`config.mk`:
```
export PLATFORM = sky130hd
export DESIGN_NAME = con_ff_unit_flat
export DESIGN_NICKNAME = d
export VERILOG_FILES = /design/src/rtl/con_ff_unit_if.sv /design/src/rtl/con_ff_unit.sv /design/src/flat_wrapper.sv
export SDC_FILE = /design/constraint.sdc
export NUM_CORES = 1
export LEC_CHECK = 0
export CAP_MARGIN = 20
export CORE_UTILIZATION = 39
export CTS_CLUSTER_SIZE = 10
export DETAILED_ROUTE_END_ITERATION = 7
export GPL_TIMING_DRIVEN = 1
export PLACE_DENSITY_LB_ADDON = 0.1
export SYNTH_ARGS = -nofsm -noshare
export SYNTH_HDL_FRONTEND = slang
export SYNTH_SLANG_ARGS = --single-unit
export TNS_END_PERCENT = 30
```
`constraint.sdc`:
```
create_clock -name clk -period 4 [get_ports clk]
set_input_delay 1.2 -clock clk [delete_from_list [all_inputs] [get_ports clk]]
set_output_delay 1.2 -clock clk [all_outputs]
set_load 0.01 [all_outputs]
```
`src/rtl/con_ff_unit_if.sv`:
```
// Handshake/bus bundle between the control unit and the branch-condition unit.
// Latency: wires only, no storage.
// Backpressure: none here; con_valid/con_ack carry the result handshake.
// Ports: master = control-unit side (drives strobes, IR and bus value),
//        slave  = con_ff_unit side (returns preview, CON flag, valid, stats).
interface con_ff_unit_if #(
  parameter int DATA_WIDTH = 32,
  parameter int CNT_WIDTH  = 16
);
  logic                  con_in;
  logic                  con_ack;
  logic                  stat_clr;
  logic [31:0]           ir_in;
  logic [DATA_WIDTH-1:0] bus_in;
  logic                  cond_now;
  logic                  con_out;
  logic                  con_valid;
  logic [CNT_WIDTH-1:0]  taken_cnt;
  logic [CNT_WIDTH-1:0]  not_taken_cnt;

  modport master (
    output con_in, con_ack, stat_clr, ir_in, bus_in,
    input  cond_now, con_out, con_valid, taken_cnt, not_taken_cnt
  );

  modport slave (
    input  con_in, con_ack, stat_clr, ir_in, bus_in,
    output cond_now, con_out, con_valid, taken_cnt, not_taken_cnt
  );
endinterface

```
`src/rtl/con_ff_unit.sv`:
```
// Branch-condition unit: decodes the IR condition field against the bus value and latches CON.
// Latency: cond_now is combinational; con_out/con_valid/counters update 1 cycle after con_in.
// Backpressure: none; a new capture overwrites an unacknowledged result, con_ack only drops con_valid.
// Ports: clk, clr (sync active-high reset), cif (slave modport: con_in, con_ack,
//        stat_clr, ir_in, bus_in in; cond_now, con_out, con_valid, taken_cnt, not_taken_cnt out).
module con_ff_unit #(
  parameter int DATA_WIDTH = 32,
  parameter int COND_LSB   = 19,
  parameter int COND_BITS  = 3,
  parameter int CNT_WIDTH  = 16
) (
  input  logic          clk,
  input  logic          clr,
  con_ff_unit_if.slave  cif
);

  logic [COND_BITS-1:0] cond_code;
  logic [2:0]           code3;
  logic                 z_flag;
  logic                 n_flag;
  logic                 cond_val;

  logic                 con_out_q,   con_out_d;
  logic                 con_valid_q, con_valid_d;
  logic [CNT_WIDTH-1:0] taken_q,     taken_d;
  logic [CNT_WIDTH-1:0] not_taken_q, not_taken_d;

  // Only the condition field of the IR matters here; the rest is folded away.
  logic ir_unused;
  assign ir_unused = ^cif.ir_in;

  assign cond_code = cif.ir_in[COND_LSB +: COND_BITS];
  // Zero-extend so the 2-bit legacy field can only reach codes 0-3.
  assign code3     = 3'(cond_code);
  assign z_flag    = (cif.bus_in == '0);
  assign n_flag    = cif.bus_in[DATA_WIDTH-1];

  always_comb begin
    cond_val = 1'b0;
    case (code3)
      3'd0: cond_val = z_flag;
      3'd1: cond_val = !z_flag;
      3'd2: cond_val = !n_flag;
      3'd3: cond_val = n_flag;
      3'd4: cond_val = !n_flag && !z_flag;
      3'd5: cond_val = n_flag || z_flag;
      3'd6: cond_val = 1'b1;
      3'd7: cond_val = 1'b0;
      default: cond_val = 1'b0;
    endcase
  end

  always_comb begin
    con_out_d   = con_out_q;
    con_valid_d = con_valid_q;
    taken_d     = taken_q;
    not_taken_d = not_taken_q;

    if (cif.con_in) begin
      // Capture wins over a same-cycle acknowledge.
      con_out_d   = cond_val;
      con_valid_d = 1'b1;
      if (cond_val) begin
        if (taken_q != '1) taken_d = taken_q + 1'b1;
      end else begin
        if (not_taken_q != '1) not_taken_d = not_taken_q + 1'b1;
      end
    end else if (cif.con_ack) begin
      con_valid_d = 1'b0;
    end

    // Statistics clear beats the increment but leaves the CON flag path alone.
    if (cif.stat_clr) begin
      taken_d     = '0;
      not_taken_d = '0;
    end
  end

  always_ff @(posedge clk) begin
    if (clr) begin
      con_out_q   <= 1'b0;
      con_valid_q <= 1'b0;
      taken_q     <= '0;
      not_taken_q <= '0;
    end else begin
      con_out_q   <= con_out_d;
      con_valid_q <= con_valid_d;
      taken_q     <= taken_d;
      not_taken_q <= not_taken_d;
    end
  end

  assign cif.cond_now      = cond_val;
  assign cif.con_out       = con_out_q;
  assign cif.con_valid     = con_valid_q;
  assign cif.taken_cnt     = taken_q;
  assign cif.not_taken_cnt = not_taken_q;

endmodule

```
`src/flat_wrapper.sv`:
```
// flat-port wrapper written by rule: the top's interface ports become plain ports
module con_ff_unit_flat 
#(
  parameter int DATA_WIDTH = 32,
  parameter int COND_LSB   = 19,
  parameter int COND_BITS  = 3,
  parameter int CNT_WIDTH  = 16
)
  (clk, clr, cif_con_in, cif_con_ack, cif_stat_clr, cif_ir_in, cif_bus_in, cif_cond_now, cif_con_out, cif_con_valid, cif_taken_cnt, cif_not_taken_cnt);
  con_ff_unit_if #(.DATA_WIDTH(DATA_WIDTH), .CNT_WIDTH(CNT_WIDTH)) cif_i ();
  input  logic clk;
  input  logic clr;
  input wire logic [$bits(cif_i.con_in)-1:0] cif_con_in;
  input wire logic [$bits(cif_i.con_ack)-1:0] cif_con_ack;
  input wire logic [$bits(cif_i.stat_clr)-1:0] cif_stat_clr;
  input wire logic [$bits(cif_i.ir_in)-1:0] cif_ir_in;
  input wire logic [$bits(cif_i.bus_in)-1:0] cif_bus_in;
  output wire logic [$bits(cif_i.cond_now)-1:0] cif_cond_now;
  output wire logic [$bits(cif_i.con_out)-1:0] cif_con_out;
  output wire logic [$bits(cif_i.con_valid)-1:0] cif_con_valid;
  output wire logic [$bits(cif_i.taken_cnt)-1:0] cif_taken_cnt;
  output wire logic [$bits(cif_i.not_taken_cnt)-1:0] cif_not_taken_cnt;
  assign cif_i.con_in = cif_con_in;
  assign cif_i.con_ack = cif_con_ack;
  assign cif_i.stat_clr = cif_stat_clr;
  assign cif_i.ir_in = cif_ir_in;
  assign cif_i.bus_in = cif_bus_in;
  assign cif_cond_now = cif_i.cond_now;
  assign cif_con_out = cif_i.con_out;
  assign cif_con_valid = cif_i.con_valid;
  assign cif_taken_cnt = cif_i.taken_cnt;
  assign cif_not_taken_cnt = cif_i.not_taken_cnt;
  con_ff_unit #(.DATA_WIDTH(DATA_WIDTH), .COND_LSB(COND_LSB), .COND_BITS(COND_BITS), .CNT_WIDTH(CNT_WIDTH)) u_core (.clk(clk), .clr(clr), .cif(cif_i));
endmodule
```
==> impl_metrics.env, run 1 <==
export IMPL_port_buffers=74
export IMPL_cts_root_buffer="clkbuf_8"
export IMPL_row_count=24
export IMPL_rr_endpoint="u_core.cif.taken_cnt[3]"
export IMPL_utilization_pct=64.44
export IMPL_ir_drop_uv=182.8
export IMPL_path_class="in -> out"
export IMPL_drt_pass1_iter_count=4
export IMPL_syn_nets=303
export IMPL_rr_startpoint="u_core.cif.taken_cnt[0]"
export IMPL_worstPathArrival_ns=2.69
export IMPL_tns_ns=0
export IMPL_holdWs_ns=0.4759
export IMPL_synth_flop_cell="dfxtp_1"
export IMPL_worst_slew_pin_slew_ns=0.6278
export IMPL_cp_max_fo=2
export IMPL_grt_pass1_vias=1923
export IMPL_vias=2087
export IMPL_postRouteAntennaNets=0
export IMPL_min_from="u_core.cif.con_valid"
export IMPL_ys_warn_count=0
export IMPL_clk_path_buf_depth=2
export IMPL_whs_endpoint="u_core.cif.con_valid"
export IMPL_routedWlPerCell_um=13.57
export IMPL_start_util_pct=41.83
export IMPL_routed_via_density=5.702
export IMPL_cp_end_kind="primary output"
export IMPL_synth_area_um2=1884
export IMPL_synth_seq_area_share_pct=36.12
export IMPL_required_ns=2.80
export IMPL_skew_ns=0.004117
export IMPL_synthCells=232
export IMPL_grt_usage_pct=20.28
export IMPL_grt_first_pass_wirelength_mm=8.487
export IMPL_drv_slew=0
export IMPL_placed_cells=357
export IMPL_worstSetupStartpointType="primary input"
export IMPL_cts_tree="built"
export IMPL_grt_max_degree=34
export IMPL_hpwl_mm=3.552
export IMPL_die_w_um=71.51
export IMPL_p_per_area_nw_per_um2=255.5
export IMPL_layout_drive_gt1_share_pct=10.51
export IMPL_clk_latency_ns=0.28
export IMPL_syn_avg_cell_area_um2=8.122
export IMPL_period_minus_slack_ns=3.889
export IMPL_die_area_um2=5114
export IMPL_power_total_mw=0.7416
export IMPL_fin_cells=366
export IMPL_reg2reg_slack_ns=1.75
export IMPL_grt_ovfl_total=0
export IMPL_nets=384
export IMPL_synth_edff_count=0
export IMPL_drt_initial_drc_count=88
export IMPL_status="finished, final reports clean"
export IMPL_final_period_utilization_pct=97.23
export IMPL_crit_slowest_cell="clkdlybuf4s50_1"
export IMPL_synth_seq_cells=34
export IMPL_place_gp_congestion=0.7818
export IMPL_postRouteWirelength_mm=4.967
export IMPL_r2r_cells=7
export IMPL_cts_made_buffers=5
export IMPL_leakagePower_nw=1.071
export IMPL_yosys_cell_count_top_type="dfxtp_1"
export IMPL_synthTopCellsByCount="34 x dfxtp_1, 29 x a21oi_1, 23 x or3_1"
export IMPL_cts_num_sinks=34
export IMPL_io_pins=104
export IMPL_drc=0
export IMPL_critical_path_cell_chain="clkdlybuf4s50_1 -> nor4_2 -> nand4_1 -> buf_4 -> o22ai_4 -> and3_4 -> inv_4 -> buf_6"
export IMPL_coreArea_um2=4504
export IMPL_ys_types=37
export IMPL_n_fill_cell=394
export IMPL_finalSetupViolCount=0
export IMPL_rsz0062_at_grt="false"
export IMPL_maxCapViolCount=0
export IMPL_hold_depth=2
export IMPL_max_freq_mhz=257.1
export IMPL_n_antenna_cell=0
export IMPL_synth_area_leaders="dfxtp_1 36%, a21oi_1 7.7%, or3_1 7.6%"
export IMPL_htree_num_levels=2
export IMPL_syn2layout_area_growth_pct=54.05
export IMPL_min_path_type="reg -> reg"
export IMPL_relSlewSlack_pct=58.14
export IMPL_ctsHoldBuffers=0
export IMPL_die_y_um=71.51
export IMPL_cpPeakStageDelay_ns=0.41
export IMPL_post_synth_top_area_fraction_pct=36.12
export IMPL_synth_top_area_cell="dfxtp_1"
export IMPL_hold_viol=0
export IMPL_synthArstFlopShare_pct=0
export IMPL_antenna_found_initial=0
export IMPL_clkSlewWorstSetupHoldPaths_ns=0.07
-- power by group --
part,internal (mW),total (mW),switching (mW),leakage (nW)
clock,0.174,0.294,0.120,0.0575
combinational,0.0561,0.105,0.0487,0.739
sequential,0.341,0.343,0.00218,0.274
total,0.571,0.742,0.171,1.07
-- layer usage --
metal	track usage, %	up-vias	routed length [µm]
li1	-	1074	-
met1	25.35	966	2337
met2	36.40	45	2422
met3	4.079	2	193
met4	3.922	0	13
met5	0	-	0
-- stage by stage --
stage | cell area [µm²] | setup WS, ns
floorplan | 1884 | 0.3520
global placement | 2698 | -0.4384
detailed placement | 2698 | -0.4519
CTS | 2833 | 0.0004152
global route | 2903 | 0.009878
finish | 2903 | 0.1108
-- flip-flops by register name, indices dropped and copies added, names as in the netlist --
name / count
u_core.cif.con_valid: 1
u_core.cif.taken_cnt: 16
u_core.cif.con_out: 1
u_core.cif.not_taken_cnt: 16
-- timing repair --
action / in CTS / in global routing
endpoints found under the setup margin: 1 / 1
buffers inserted: 1 / 0
resized for setup: 10 / 23
pin swaps: 4 / 12
-- worst max-delay path, delay by kind of cell --
family	cells	cell delay, ns
simple gates	3	0.60
compound gates	1	0.17
buf+inv	4	0.72
-- cell type report --
type,count,area (µm²),area share (%)
repair buffers,85,869.6,29.96
multi-input cells,184,1164,40.09
well taps,52,65.06,2.241
flip-flops and latches,34,680.7,23.45
inverters,3,13.76,0.4741
clock buffers,8,110.1,3.793
-- worst max path at each step --
stage	startpoint	end	slack, ns	cells after the start
final	cif_bus_in[18]	cif_cond_now	0.11	8
after global routing	cif_bus_in[18]	cif_cond_now	0.01	7
after CTS	cif_bus_in[5]	cif_cond_now	0.0004	7
after detailed placement	cif_bus_in[17]	cif_cond_now	-0.45	7
after global placement	cif_bus_in[25]	cif_cond_now	-0.44	7
after floorplan	cif_bus_in[24]	cif_cond_now	0.35	7
-- cells by family after synthesis --
kind of cell               after synthesis  synth area share (%)
buffers and inverters                   14                 4.183
muxes                                    1                0.5312
AOI/OAI and AO/OA                       65                 19.39
xor gates and xnor gates                 1                0.4649
and+or+nand+nor                        115                 37.98
DFF                                     34                 36.12
adders and majority gates                2                 1.328
-- cells in the final DEF, fill, tap and decap left out --
master and count:
a2111o_1 1, a21oi_1 29, a311oi_1 2, a31oi_1 1, and2_1 1, and3_1 6
and3_4 1, and4_1 8, and4b_1 1, buf_4 11, buf_6 1, clkbuf_8 8
clkdlybuf4s50_1 52, dfxtp_1 34, dlygate4sd2_1 2, dlymetal6s2s_1 19, ha_1 2, inv_1 2
inv_4 1, mux2i_1 1, nand2_1 14, nand2b_1 1, nand3_1 15, nand3b_1 1
nand4_1 13, nand4b_1 1, nor2_1 8, nor3_1 1, nor3b_1 2, nor4_2 8
o211ai_1 1, o21ai_0 22, o22ai_4 1, o31a_1 1, o31ai_1 7, or2_2 2
or3_1 23, or4_1 9, xor2_1 1
No activity file was read; power rests on OpenSTA's default activity.
==> run 2: changes to the inputs <==
- CTS_CLUSTER_SIZE: 10 -> default
==> results of run 2 <==
Same layout as run 1: the final DEF is identical, and so are final timing and power.
==> run 3: changes to the inputs <==
- CORE_UTILIZATION: 39 -> 40
- clock period: 4 -> 4.99 ns (I/O delays scaled with it)
==> run 3 against run 2 <==
The run now ends with DRC left. Combinational power shrank 24%. Sequential power shrank 20%. Largest cell class unchanged. Routed wire length shrank 0.38%. Clock skew grew 0.0034 ns. Largest power group unchanged. First-iteration DRC count grew 69%. Worst hold slack gained 0.0041 ns. Flip-flop and latch count is the same. Cell count shrank 1.6%.
==> impl_metrics.env, run 3 (synthesized netlist as in run 1, its figures left out) <==
export IMPL_status="complete, but fails checks"
export IMPL_violations="DRC"
export IMPL_path_class="in -> out"
export IMPL_routedWlPerCell_um=13.74
export IMPL_grt_usage_pct=20.89
export IMPL_worstPathArrival_ns=3.27
export IMPL_layout_commonest_cell="clkdlybuf4s50_1"
export IMPL_required_ns=3.49
export IMPL_die_w_um=70.64
export IMPL_start_util_pct=42.40
export IMPL_max_freq_mhz=209.8
export IMPL_clkSlewWorstSetupHoldPaths_ns=0.06
export IMPL_crit_slowest_cell="clkdlybuf4s50_1"
export IMPL_grt_pass1_vias=1991
export IMPL_grt_ovfl_total=0
export IMPL_postRouteWirelength_mm=4.948
export IMPL_ctsHoldBuffers=0
export IMPL_drt_initial_drc_count=149
export IMPL_postRouteAntennaNets=0
export IMPL_drt_pass1_iter_count=6
export IMPL_vias=2121
export IMPL_hpwl_mm=3.522
export IMPL_drv_slew=0
export IMPL_p_per_area_nw_per_um2=201.6
export IMPL_die_area_um2=4989
export IMPL_cts_num_sinks=34
export IMPL_clk_latency_ns=0.29
export IMPL_cpPeakStageDelay_ns=0.42
export IMPL_met3WireLength_um=298
export IMPL_htree_num_levels=2
export IMPL_nets=380
export IMPL_period_minus_slack_ns=4.767
export IMPL_r2r_cells=6
export IMPL_power_total_mw=0.5556
export IMPL_die_y_um=70.64
export IMPL_drc=2
export IMPL_cts_root_buffer="clkbuf_8"
export IMPL_leakagePower_nw=0.8564
export IMPL_hold_depth=2
export IMPL_min_path_type="reg -> reg"
export IMPL_port_buffers=74
export IMPL_n_fill_cell=412
export IMPL_maxCapViolCount=0
export IMPL_utilization_pct=62.02
export IMPL_io_pins=104
export IMPL_ir_drop_uv=133.5
export IMPL_cp_max_fo=2
export IMPL_grt_first_pass_wirelength_mm=8.528
export IMPL_hold_viol=0
export IMPL_syn2layout_area_growth_pct=46.28
export IMPL_wl_met2_mm=2.381
export IMPL_final_period_utilization_pct=95.52
export IMPL_met1_length_mm=2.178
export IMPL_cts_made_buffers=5
export IMPL_fin_cells=360
export IMPL_cts_tree="built"
export IMPL_tns_ns=0
export IMPL_final_cell_mix="73 x clkdlybuf4s50_1, 34 x dfxtp_1, 29 x a21oi_1"
export IMPL_crit_cells=7
export IMPL_path_buf_inv=3
export IMPL_routed_via_density=5.892
export IMPL_worst_slew_pin_slew_ns=0.6784
export IMPL_layout_drive_gt1_share_pct=6.818
export IMPL_place_gp_congestion=0.7446
export IMPL_row_count=24
export IMPL_worstSetupStartpointType="primary input"
export IMPL_reg2reg_slack_ns=2.46
export IMPL_clk_path_buf_depth=2
export IMPL_coreArea_um2=4444
export IMPL_highest_layer="met4"
export IMPL_antenna_found_initial=0
export IMPL_rsz0062_at_grt="false"
export IMPL_skew_ns=0.007493
export IMPL_cp_top_family="buffers and inverters"
export IMPL_placed_cells=353
export IMPL_finalSetupViolCount=0
export IMPL_n_antenna_cell=0
export IMPL_critical_path_cell_chain="clkdlybuf4s50_1 -> nor4_2 -> nand4_1 -> a2111o_1 -> and3_4 -> inv_2 -> dlygate4sd2_1"
export IMPL_cp_end_kind="primary output"
export IMPL_holdWs_ns=0.4800
export IMPL_relSlewSlack_pct=54.64
export IMPL_grt_max_degree=34
-- run 3: cell type report --
class | instances | area [µm²] | area share [%]
clock buffer | 6 | 82.58 | 2.996
timing repair buffer | 81 | 792.0 | 28.73
sequential | 34 | 680.7 | 24.69
multi-input combinational | 184 | 1125 | 40.81
tap | 52 | 65.06 | 2.360
inverter | 3 | 11.26 | 0.4085
-- run 3: what timing repair did --
| item | 4_1_cts | 5_1_grt |
|---|---|---|
| endpoints found under the setup margin | 1 | 0 |
| setup buffers | 1 | 0 |
| gates resized for setup | 1 | 0 |
-- run 3: stage by stage --
stage                     area (µm²)  worst slack, ns
after floorplan                 1884           0.7480
after global placement          2668         -0.03665
after detailed placement        2668         -0.06148
after CTS                       2756           0.2148
after global routing            2756          0.09566
final                           2756           0.2234
-- run 3: path summary, 6_finish.rpt --
check | from | end
setup / recovery | cif_bus_in[25] | cif_cond_now
hold / removal | u_core.cif.con_valid | u_core.cif.con_valid
setup reg to reg | u_core.cif.not_taken_cnt[0] | u_core.cif.not_taken_cnt[7]
hold reg to reg | u_core.cif.con_valid | u_core.cif.con_valid
-- run 3: power breakdown --
group          internal [mW]  switching [mW]
sequential             0.273         0.00168
clock                  0.106          0.0947
combinational         0.0436          0.0359
-- run 3: worst min-delay path, stage by stage, from the launching register on --
cell and delay, ns:
dfxtp_1 0.31, nand2b_1 0.07, a21oi_1 0.06
-- run 3: routing by layer --
layer	global-route usage [%]	up-vias
met3	4.558	9
met4	7.556	0
met2	37.97	65
met5	0	-
li1	-	1060
met1	24.14	987
